`src/rtl/mult_pkg.sv`:
```
// rtl/mult_pkg.sv - shared operand width and state encoding for the add-shift multiplier.
package mult_pkg;
    localparam int WIDTH = 8;

    typedef enum logic [2:0] {
        IDLE,
        START,
        ADD,
        SHIFT,
        DONE
    } state_t;
endpackage

```
`src/rtl/mult_sequencer_if.sv`:
```
// rtl/mult_sequencer_if.sv - operand, control and external adder signals of the multiplier.
interface mult_sequencer_if;
    import mult_pkg::*;

    logic             Run;
    logic             ClearA_LoadB;
    logic [WIDTH-1:0] Din;
    logic [WIDTH:0]   Add_S;
    logic [WIDTH-1:0] Add_A;
    logic [WIDTH-1:0] Add_B;
    logic             Fn;
    logic [WIDTH-1:0] Aval;
    logic [WIDTH-1:0] Bval;
    logic             Xval;
    logic             Busy;

    modport master (
        output Run, ClearA_LoadB, Din, Add_S,
        input  Add_A, Add_B, Fn, Aval, Bval, Xval, Busy
    );

    modport slave (
        input  Run, ClearA_LoadB, Din, Add_S,
        output Add_A, Add_B, Fn, Aval, Bval, Xval, Busy
    );
endinterface

```
`src/rtl/mult_sequencer.sv`:
```
// rtl/mult_sequencer.sv - signed 8x8 add-shift multiplier sequencer driving an external 9-bit add/sub.
module mult_sequencer #(
    parameter int WIDTH = 8
) (
    input  logic            Clk,
    input  logic            Reset_n,
    mult_sequencer_if.slave bus
);
    import mult_pkg::*;

    localparam logic [3:0] LAST_BIT = 4'(WIDTH - 1);

    state_t           state, state_n;
    logic [3:0]       cnt, cnt_n;
    logic             x, x_n;
    logic [WIDTH-1:0] a, a_n;
    logic [WIDTH-1:0] b, b_n;
    logic [WIDTH-1:0] s, s_n;

    always_ff @(posedge Clk or negedge Reset_n) begin
        if (!Reset_n) begin
            state <= IDLE;
            cnt   <= '0;
            x     <= 1'b0;
            a     <= '0;
            b     <= '0;
            s     <= '0;
        end else begin
            state <= state_n;
            cnt   <= cnt_n;
            x     <= x_n;
            a     <= a_n;
            b     <= b_n;
            s     <= s_n;
        end
    end

    always_comb begin
        state_n = state;
        cnt_n   = cnt;
        x_n     = x;
        a_n     = a;
        b_n     = b;
        s_n     = s;
        case (state)
            IDLE: begin
                // Loading the multiplier wins over a start request in the same cycle.
                if (bus.ClearA_LoadB) begin
                    x_n = 1'b0;
                    a_n = '0;
                    b_n = bus.Din;
                end else if (bus.Run) begin
                    s_n     = bus.Din;
                    state_n = START;
                end
            end
            START: begin
                x_n     = 1'b0;
                a_n     = '0;
                cnt_n   = '0;
                state_n = ADD;
            end
            ADD: begin
                if (b[0]) begin
                    {x_n, a_n} = bus.Add_S;
                end
                state_n = SHIFT;
            end
            SHIFT: begin
                {x_n, a_n, b_n} = {x, x, a, b[WIDTH-1:1]};
                cnt_n           = cnt + 4'd1;
                state_n         = (cnt == LAST_BIT) ? DONE : ADD;
            end
            DONE: begin
                // Run must drop before another product can start.
                if (bus.ClearA_LoadB) begin
                    x_n = 1'b0;
                    a_n = '0;
                    b_n = bus.Din;
                end else if (!bus.Run) begin
                    state_n = IDLE;
                end
            end
            default: state_n = IDLE;
        endcase
    end

    // The sign-bit partial product carries negative weight, so the last step subtracts.
    assign bus.Fn    = (state == ADD) && (cnt == LAST_BIT);
    assign bus.Busy  = (state == START) || (state == ADD) || (state == SHIFT);
    assign bus.Add_A = a;
    assign bus.Add_B = s;
    assign bus.Aval  = a;
    assign bus.Bval  = b;
    assign bus.Xval  = x;
endmodule

```
`src/flat_wrapper.sv`:
```
// flat-port wrapper written by rule: the top's interface ports become plain ports
module mult_sequencer_flat import mult_pkg::*;
#(
    parameter int WIDTH = 8
)
  (Clk, Reset_n, bus_Run, bus_ClearA_LoadB, bus_Din, bus_Add_S, bus_Add_A, bus_Add_B, bus_Fn, bus_Aval, bus_Bval, bus_Xval, bus_Busy);
  mult_sequencer_if bus_i ();
  input  logic Clk;
  input  logic Reset_n;
  input wire logic [$bits(bus_i.Run)-1:0] bus_Run;
  input wire logic [$bits(bus_i.ClearA_LoadB)-1:0] bus_ClearA_LoadB;
  input wire logic [$bits(bus_i.Din)-1:0] bus_Din;
  input wire logic [$bits(bus_i.Add_S)-1:0] bus_Add_S;
  output wire logic [$bits(bus_i.Add_A)-1:0] bus_Add_A;
  output wire logic [$bits(bus_i.Add_B)-1:0] bus_Add_B;
  output wire logic [$bits(bus_i.Fn)-1:0] bus_Fn;
  output wire logic [$bits(bus_i.Aval)-1:0] bus_Aval;
  output wire logic [$bits(bus_i.Bval)-1:0] bus_Bval;
  output wire logic [$bits(bus_i.Xval)-1:0] bus_Xval;
  output wire logic [$bits(bus_i.Busy)-1:0] bus_Busy;
  assign bus_i.Run = bus_Run;
  assign bus_i.ClearA_LoadB = bus_ClearA_LoadB;
  assign bus_i.Din = bus_Din;
  assign bus_i.Add_S = bus_Add_S;
  assign bus_Add_A = bus_i.Add_A;
  assign bus_Add_B = bus_i.Add_B;
  assign bus_Fn = bus_i.Fn;
  assign bus_Aval = bus_i.Aval;
  assign bus_Bval = bus_i.Bval;
  assign bus_Xval = bus_i.Xval;
  assign bus_Busy = bus_i.Busy;
  mult_sequencer #(.WIDTH(WIDTH)) u_core (.Clk(Clk), .Reset_n(Reset_n), .bus(bus_i));
endmodule
```
`config.mk`:
```
export PLATFORM = sky130hd
export DESIGN_NAME = mult_sequencer_flat
export DESIGN_NICKNAME = d
export VERILOG_FILES = /design/src/rtl/mult_pkg.sv /design/src/rtl/mult_sequencer_if.sv /design/src/rtl/mult_sequencer.sv /design/src/flat_wrapper.sv
export SDC_FILE = /design/constraint.sdc
export NUM_CORES = 1
export LEC_CHECK = 0
export CAP_MARGIN = 20
export CORE_MARGIN = 1
export CORE_UTILIZATION = 41
export CTS_CLUSTER_SIZE = 25
export DETAILED_ROUTE_END_ITERATION = 8
export PLACE_DENSITY = 0.76
export SETUP_SLACK_MARGIN = 0.4
export SLEW_MARGIN = 20
export SYNTH_ARGS = -nofsm -noshare
export SYNTH_HDL_FRONTEND = slang
export SYNTH_SLANG_ARGS = --single-unit
```
`constraint.sdc`:
```
create_clock -name Clk -period 1.48 [get_ports Clk]
set_input_delay 0.222 -clock Clk [delete_from_list [all_inputs] [get_ports Clk]]
set_output_delay 0.222 -clock Clk [all_outputs]
set_load 0.03 [all_outputs]
```
Yosys cells after proc, flatten, opt, wreduce, memory -nomap -nowiden
Index checks and enable logic that the tools add are counted.
Storage, ports and cells
  register bits: 32
  bits of input ports: 21
  word-level logic and storage cells: 48
Cells by class
  add/sub/neg operators: 1
  equality and inequality tests: 11
  muxes and demuxes: 15
  bitwise gates (word level): 1
  reductions and logical operators: 14
Operators with widths (count)
  $pmux W8 S4: 1
  $mux W8: 3
  $pmux W8 S2: 1
  $mux W3: 5
  $pmux W3 S5: 1
  $reduce_and A3 Y1: 3
  $ne A2 B2 Y1 const B: 4
  $pmux W4 S2: 1
  $eq A3 B2 Y1 const B: 2
  $add A4 B1 Y4 const B: 1
  $eq A4 B3 Y1 const B: 1
  $ne A2 B1 Y1 const B: 2
  $reduce_and A4 Y1: 1
  $reduce_bool A2 Y1: 2
  $reduce_bool A4 Y1: 1
  $eq A3 B1 Y1 const B: 1
  $eq A3 B3 Y1 const B: 1
  $logic_not A3 Y1: 1
  $pmux W1 S3: 1
  $reduce_bool A3 Y1: 1
  $logic_or A1 B1 Y1: 2
  $mux W1: 2
  $reduce_and A2 Y1: 1
  $reduce_or A2 Y1: 1
  other kinds (2): 2

Logic depth before layout (Yosys ltp)
Gate-level depths: netlist of run 1.
  depth after elaboration: 4
  depth in mapped cells: 5
  depth with buffers taken out: 4

Least setup slack after synthesis of run 1
OpenSTA, ideal clock, no wires.
  kind: register to output
  from: reg u_core.cnt[0]
  to: out bus_Fn
  arrival time: 1.557 ns
  required time: 1.258 ns
  path slack: -0.299 ns
  cell stages (with the launch flop): 4
  path buffers: 0
  cell sequence: dfrtp_1 ha_1 nand3b_1 nor4_1
Between the ends
  cells in the longest elaborated chain, start to end: 2
RTL lines
  start: declaration: RTL line mult_sequencer.sv:14  | logic [3:0] cnt, cnt_n;
  start signal: assignment: RTL line mult_sequencer.sv:30  | cnt <= cnt_n;
  $eq A4 B3 Y1: RTL line mult_sequencer.sv:89  | assign bus.Fn = (state == ADD) && (cnt == LAST_BIT);
  $logic_and A1 B1 Y1: RTL line mult_sequencer.sv:89
  end: declaration: RTL line flat_wrapper.sv:16  | output wire logic [$bits(bus_i.Fn)-1:0] bus_Fn;
Every way passes these cells.

Worst setup path in the final report of run 1
  from: reg u_core.state[2]
  to: out bus_Fn
Between the ends
  cells in the longest elaborated chain, start to end: 2
RTL lines
  start: declaration: RTL line mult_sequencer.sv:13  | state_t state, state_n;
  start signal: assignment: RTL line mult_sequencer.sv:29  | state <= state_n;
  $eq A3 B2 Y1: RTL line mult_sequencer.sv:89
  $logic_and A1 B1 Y1: RTL line mult_sequencer.sv:89
Every way passes these cells.

==> results of run 1 <==
worst max-delay path, stage by stage, from the launching register on:
cell and delay (ns):
dfrtp_1 0.41, buf_4 0.20, nor4_2 0.28, buf_4 0.20
cells in the mapped netlist, drive strengths merged:
| cell | count |
|---|---|
| o21a | 1 |
| nor3 | 1 |
| o22ai | 1 |
| o2bb2ai | 1 |
| a21oi | 3 |
| nor3b | 2 |
| nand3 | 1 |
| buf | 14 |
| and4 | 1 |
| inv | 3 |
| mux2i | 2 |
| and3b | 1 |
| ha | 1 |
| a32oi | 1 |
| a22o | 9 |
| o31ai | 1 |
| o211ai | 1 |
| nand2b | 1 |
| nand2 | 4 |
| mux2 | 33 |
| o21ai | 2 |
| nand3b | 2 |
| nor2 | 3 |
| nor4 | 1 |
| dfrtp | 32 |
power groups by stage:
stage,combinational (W),sequential [W],clock (W)
after floorplan,0.00191,0.00223,0
after global placement,0.00362,0.00163,0
after detailed placement,0.00370,0.00166,0
after CTS,0.00407,0.00170,0.000844
after global routing,0.00492,0.00180,0.000884
final,0.00467,0.00175,0.000833
kinds of logic after synthesis:
kind of cell / Yosys count / share of synthesized area [%]
AO/OA/AOI/OAI: 20 / 11.5
adder cells (fa/ha/maj): 1 / 0.749
flip-flops: 32 / 47.9
AND/OR/NAND/NOR: 17 / 6.67
multiplexers: 35 / 25.2
buffers and inverters: 17 / 7.94
worst max-delay path by stage:
stage                                      from                             end  slack [ns]  depth (start not counted)
CTS                 u_core.state[1]$_DFFE_PN0P_                        bus_Busy       -0.07                          5
global placement               bus_ClearA_LoadB  u_core.bus.Bval[7]$_DFFE_PN0P_       -0.08                          4
global route          u_core.cnt[0]$_DFFE_PN0P_                          bus_Fn       -0.19                          4
finish              u_core.state[2]$_DFFE_PN0P_                          bus_Fn       -0.12                          3
floorplan           u_core.state[1]$_DFFE_PN0P_  u_core.bus.Bval[0]$_DFFE_PN0P_      -0.002                          5
detailed placement             bus_ClearA_LoadB  u_core.bus.Bval[2]$_DFFE_PN0P_       -0.14                          4
stage by stage:
stage,util (%),total power [W]
3_5_place_dp,61.4,0.00536
4_1_cts,68.3,0.00661
6_report,74.9,0.00725
5_1_grt,74.9,0.00760
2_1_floorplan,-,0.00414
3_3_place_gp,61.4,0.00525
state kept, by name, summed over array words and instances (netlist names):
name / count
u_core.state: 3
u_core.bus.Add_B: 8
u_core.cnt: 4
u_core.bus.Xval: 1
u_core.bus.Add_A: 8
u_core.bus.Bval: 8
per-layer routing:
| layer | wire [µm] | up-vias |
|---|---|---|
| li1 | - | 606 |
| met1 | 1880 | 640 |
| met2 | 2230 | 60 |
| met3 | 211 | 17 |
| met4 | 135 | 0 |
| met5 | 0 | - |
what timing repair did:
item                       in CTS  in global routing
setup endpoints to repair      65                 63
setup buffers                  14                  6
cloned                          0                  2
resized for setup             229                 47
pin swaps                       1                  5
cell type report:
cell class / count / area, µm² / area share (%)
inverters: 3 / 11.3 / 0.399
clock inverters: 3 / 42.5 / 1.51
well taps: 48 / 60.1 / 2.13
multi-input cells: 74 / 890 / 31.5
repair buffers: 90 / 947 / 33.5
clock buffers: 5 / 68.8 / 2.44
flip-flops and latches: 32 / 805 / 28.5
==> flow_metrics.py, run 1 <==
metrics = {
    "grt": {
        "antenna_found_initial": 0,
        "grt_pass1_vias": 1453,
        "use_met1_pct": 24.1,
        "globalRouteTotalUtil_pct": 20.4,
        "grt_busiest_layer": "met2",
        "gr-usage-met2_pct": 35.7,
        "met3_usage_pct": 3.79,
        "grt_pass1_wl_um": 6620,
        "gr-total-overflow": 0,
        "grt_max_degree": 33,
    },
    "synth": {
        "synth_fp_nets": 144,
        "syn_area_um2": 1670,
        "ys_ff_latch": 32,
        "yosysTopAreaCellShare_pct": 47.9,
        "syn_inst": 122,
        "synth_top_area_cell": "dfrtp_1",
        "synth_warnings": 0,
        "synth.area.top_cells": "dfrtp_1 48%, mux2_2 17%, mux2_4 7.2%, a22o_2 5.4%, buf_4 3.6%",
        "avgSynthCellArea_um2": 13.7,
        "yosysUniqueCellTypes": 32,
        "seq_area_frac_synth_pct": 47.9,
    },
    "clocking": {
        "cts_max_path_buffers": 2,
        "postCtsHoldBufs": 0,
        "clk-insertion-delay-late_ns": 0.29,
        "clkTransAtPathRegs_ns": 0.07,
        "cts_buffers": 5,
        "cts_tree": "yes",
        "cts_sinks": 32,
        "htreeDepth": 2,
        "clock-root-buffer": "clkbuf_8",
    },
    "finish": {
        "layout.nets": 228,
        "layout-drive-gt1-share_pct": 67.1,
        "final_cells": 255,
        "fillers": 241,
        "final_common_cell": "buf_6",
        "final_area_um2": 2820,
        "syn_to_final_growth_pct": 69.1,
        "final_cell_mix": "41 x buf_6, 29 x dfrtp_1, 24 x mux2_4, 24 x buf_4, 20 x clkdlybuf4s50_1",
        "num_antenna_cells": 0,
    },
    "sta": {
        "rsz0062_at_grt": "true",
        "fin_crit_sh_pct": 108,
        "fin_ws_ns": -0.117,
        "finalSetupViolCount": 22,
        "clock_skew_ns": 0.00626,
        "relSlewSlack_pct": 73.3,
        "hold_viol_final": 0,
        "min_period_ns": 1.60,
        "max_freq_mhz": 626,
        "worstMarginPinSlew_ns": 0.400,
        "hold_ws_ns": 0.320,
        "finalSetupTns_ns": -1.29,
        "final-max-slew-violation-count": 0,
    },
    "pwr": {
        "powerDensity_nw_per_um2": 2570,
        "sequentialPowerShare_pct": 24.1,
        "p_sw_w": 0.00287,
        "clockPowerShare_pct": 11.5,
        "p_comb_share_pct": 64.4,
        "ir_drop_mv": 1.28,
        "swShare_pct": 39.5,
        "internal_power_w": 0.00439,
        "leakage_nw": 1.31,
    },
    "floorplan": {
        "fp-row-count": 22,
        "die_w_um": 65.8,
        "dieArea_um2": 4330,
        "coreArea_um2": 3770,
        "chipHeight_um": 65.8,
        "start_util_pct": 44.3,
        "io_pins": 56,
    },
    "placement": {
        "placed_cells": 225,
        "gp_congestion": 0.935,
        "dpl.hpwl_um": 2590,
        "pre_cts_slack_ns": -0.142,
        "place_area_um2": 2320,
        "io_buffers": 55,
    },
    "detailed_routing": {
        "drt-initial-drc-count": 19,
        "via_per_inst": 5.19,
        "firstDrtPassIters": 4,
        "vias": 1323,
        "antenna_left": 0,
        "wl_per_cell_um": 17.5,
        "drc": 0,
        "routed_wl_um": 4460,
    },
    "critical_path": {
        "critical_path_class": "flop to output pin",
        "timing.rr.start": "u_core.state[1]$_DFFE_PN0P_",
        "worstSetupStartpointType": "flop",
        "rrSetupSlack_ns": -0.10,
        "end_kind": "output pin",
        "rr_endpoint": "u_core.bus.Bval[2]$_DFFE_PN0P_",
        "worstPathRequired_ns": 1.26,
        "reg2reg_depth": 7,
        "critPathMaxFanout": 9,
        "crit_arrival_ns": 1.38,
    },
    "status": {
        "status": "complete, but fails checks",
        "violations": "setup timing",
    },
    "hold_path": {
        "hp-class": "input port to async pin",
    },
    "run": {
        "cap_violations": 0,
    },
}
No activity file was read; power rests on OpenSTA's default activity.
==> run 2: changes to the inputs <==
SETUP_SLACK_MARGIN = 0.05   (was 0.4)
==> flow_metrics.py, run 2 (synthesized netlist as in run 1, its figures left out) <==
metrics = {
    "detailed_routing": {
        "antenna_left": 0,
        "wl_per_cell_um": 16.0,
        "via_per_inst": 5.20,
        "firstDrtPassIters": 4,
        "drc": 0,
        "vias": 1274,
        "drt-initial-drc-count": 28,
        "routed_wl_um": 3930,
    },
    "placement": {
        "dpl.hpwl_um": 2500,
        "pre_cts_slack_ns": -0.110,
        "gp_congestion": 0.898,
        "io_buffers": 55,
        "placed_cells": 228,
    },
    "clocking": {
        "htreeDepth": 2,
        "clkTransAtPathRegs_ns": 0.06,
        "clock-root-buffer": "clkbuf_8",
        "cts_tree": "yes",
        "cts_sinks": 32,
        "clk-insertion-delay-late_ns": 0.28,
        "cts_buffers": 5,
        "cts_max_path_buffers": 2,
    },
    "sta": {
        "worstMarginPinSlew_ns": 0.400,
        "final-max-slew-violation-count": 0,
        "clock_skew_ns": 0.00329,
        "fin_crit_sh_pct": 109,
        "finalSetupViolCount": 18,
        "fin_ws_ns": -0.127,
        "relSlewSlack_pct": 73.4,
        "max_freq_mhz": 622,
        "min_period_ns": 1.61,
        "hold_viol_final": 0,
        "rsz0062_at_grt": "true",
    },
    "pwr": {
        "clockPowerShare_pct": 10.7,
        "ir_drop_mv": 1.65,
        "sequentialPowerShare_pct": 26.4,
        "p_comb_share_pct": 62.9,
        "p_sw_w": 0.00261,
        "powerDensity_nw_per_um2": 2460,
        "leakage_nw": 1.25,
        "internal_power_w": 0.00373,
        "swShare_pct": 41.1,
    },
    "finish": {
        "num_antenna_cells": 0,
        "regArea_um2": 803,
        "final_cells": 245,
        "syn_to_final_growth_pct": 54.5,
        "fillers": 273,
        "final_common_cell": "dlygate4sd2_1",
        "final_cell_mix": "33 x dlygate4sd2_1, 30 x dfrtp_1, 29 x mux2_4, 20 x clkdlybuf4s50_1, 18 x buf_4",
        "fin_util_pct": 68.4,
        "layout-drive-gt1-share_pct": 45.2,
        "multi_input_area_um2": 868,
        "layout.nets": 218,
    },
    "run": {
        "cap_violations": 0,
    },
    "floorplan": {
        "dieArea_um2": 4330,
        "chipHeight_um": 65.8,
        "start_util_pct": 44.3,
        "coreArea_um2": 3770,
        "io_pins": 56,
        "die_w_um": 65.8,
        "fp-row-count": 22,
    },
    "status": {
        "violations": "setup timing",
        "status": "complete, but fails checks",
    },
    "grt": {
        "antenna_found_initial": 0,
        "grt_pass1_wl_um": 6110,
        "grt_max_degree": 33,
        "globalRouteTotalUtil_pct": 19.4,
        "gr-total-overflow": 0,
        "grt_pass1_vias": 1333,
    },
    "critical_path": {
        "end_kind": "output pin",
        "critical_path_class": "flop to output pin",
        "critPathMaxFanout": 3,
        "worstPathRequired_ns": 1.26,
        "crit_arrival_ns": 1.39,
        "worstSetupStartpointType": "flop",
    },
    "hold_path": {
        "hp-class": "input port to async pin",
    },
}
## run 2: cell types whose count changed in the layout (fill, tap and decap cells not counted), moves of 2 or more
cell           delta
nor2_4            -2
buf_12            -2
nor2_2            +2
buf_4             -6
mux2_4            +5
dlygate4sd2_1    +33
clkbuf_1          +2
mux2_2            -5
buf_6            -35
## run 2: power by group through the flow
stage	Sequential (W)	Clock, W	Combinational (W)
global route	0.00173	0.000735	0.00423
floorplan	0.00223	0	0.00188
global placement	0.00165	0	0.00359
detailed placement	0.00168	0	0.00365
CTS	0.00167	0.000695	0.00382
finish	0.00167	0.000681	0.00399
## run 2: final cells by class
cell class	instances	share of cell area (%)
Sequential cell	32	31.1
Timing Repair Buffer	80	29.0
Inverter	3	0.436
Clock buffer	8	3.49
Multi-Input combinational cell	74	33.7
Tap cell	48	2.33
## run 2: final timing paths
| path | cells after the start | start | to | slack [ns] |
|---|---|---|---|---|
| max | 4 | u_core.cnt[0]$_DFFE_PN0P_ | bus_Fn | -0.13 |
| min | 2 | Reset_n | u_core.cnt[2]$_DFFE_PN0P_ | 0.33 |
| max reg2reg | 5 | u_core.state[1]$_DFFE_PN0P_ | u_core.bus.Add_A[6]$_DFFE_PN0P_ | -0.03 |
| min reg2reg | 1 | u_core.bus.Add_B[0]$_DFFE_PN0P_ | u_core.bus.Add_B[0]$_DFFE_PN0P_ | 0.50 |
| max in group asynchronous | 2 | Reset_n | u_core.state[0]$_DFFE_PN0P_ | 0.83 |
| min in group Clk | 1 | u_core.bus.Add_B[0]$_DFFE_PN0P_ | u_core.bus.Add_B[0]$_DFFE_PN0P_ | 0.50 |
## run 2: repair_timing
item / 4_1_cts / 5_1_grt
gates resized for setup: 65 / 6
hold endpoints to repair: 0 / 0
pin swaps: 0 / 0
setup endpoints to repair: 59 / 26
buffers inserted: 6 / 2
hold buffers: 0 / 0
cloned: 0 / 1
## run 2: worst max-delay path, cell delays in order, from the launching register on
cell and delay (ns):
dfrtp_1 0.40, ha_4 0.16, nand3b_1 0.16, nor4_4 0.21, buf_6 0.17
## run 2: layer usage
metal  part of all wire [%]  global-route usage, %  vias to the layer above  wire (µm)
met3                    5.4                   3.62                       13        213
met2                     48                   33.0                       55       1900
met1                     43                   22.5                      619       1700
met4                    2.9                   11.1                        0        115
met5                      0                      0                        -          0
li1                       -                      -                      587          -
## run 2: stage by stage
stage / power [W] / TNS, ns / hold WS [ns] / instance area [µm²]
3_5_place_dp: 0.00533 / -1.89 / 0.491 / 2310
6_report: 0.00634 / -0.344 / 0.334 / 2580
3_3_place_gp: 0.00524 / -1.44 / 0.488 / 2310
4_1_cts: 0.00619 / -0.395 / 0.359 / 2530
2_1_floorplan: 0.00411 / -0.0170 / -0.0736 / 1680
5_1_grt: 0.00670 / -1.07 / 0.388 / 2580
==> run 3: changes to the inputs <==
SLEW_MARGIN = unset   (was 20)
==> results of run 3 <==
Final layout, timing and power as in run 2 (identical DEF).
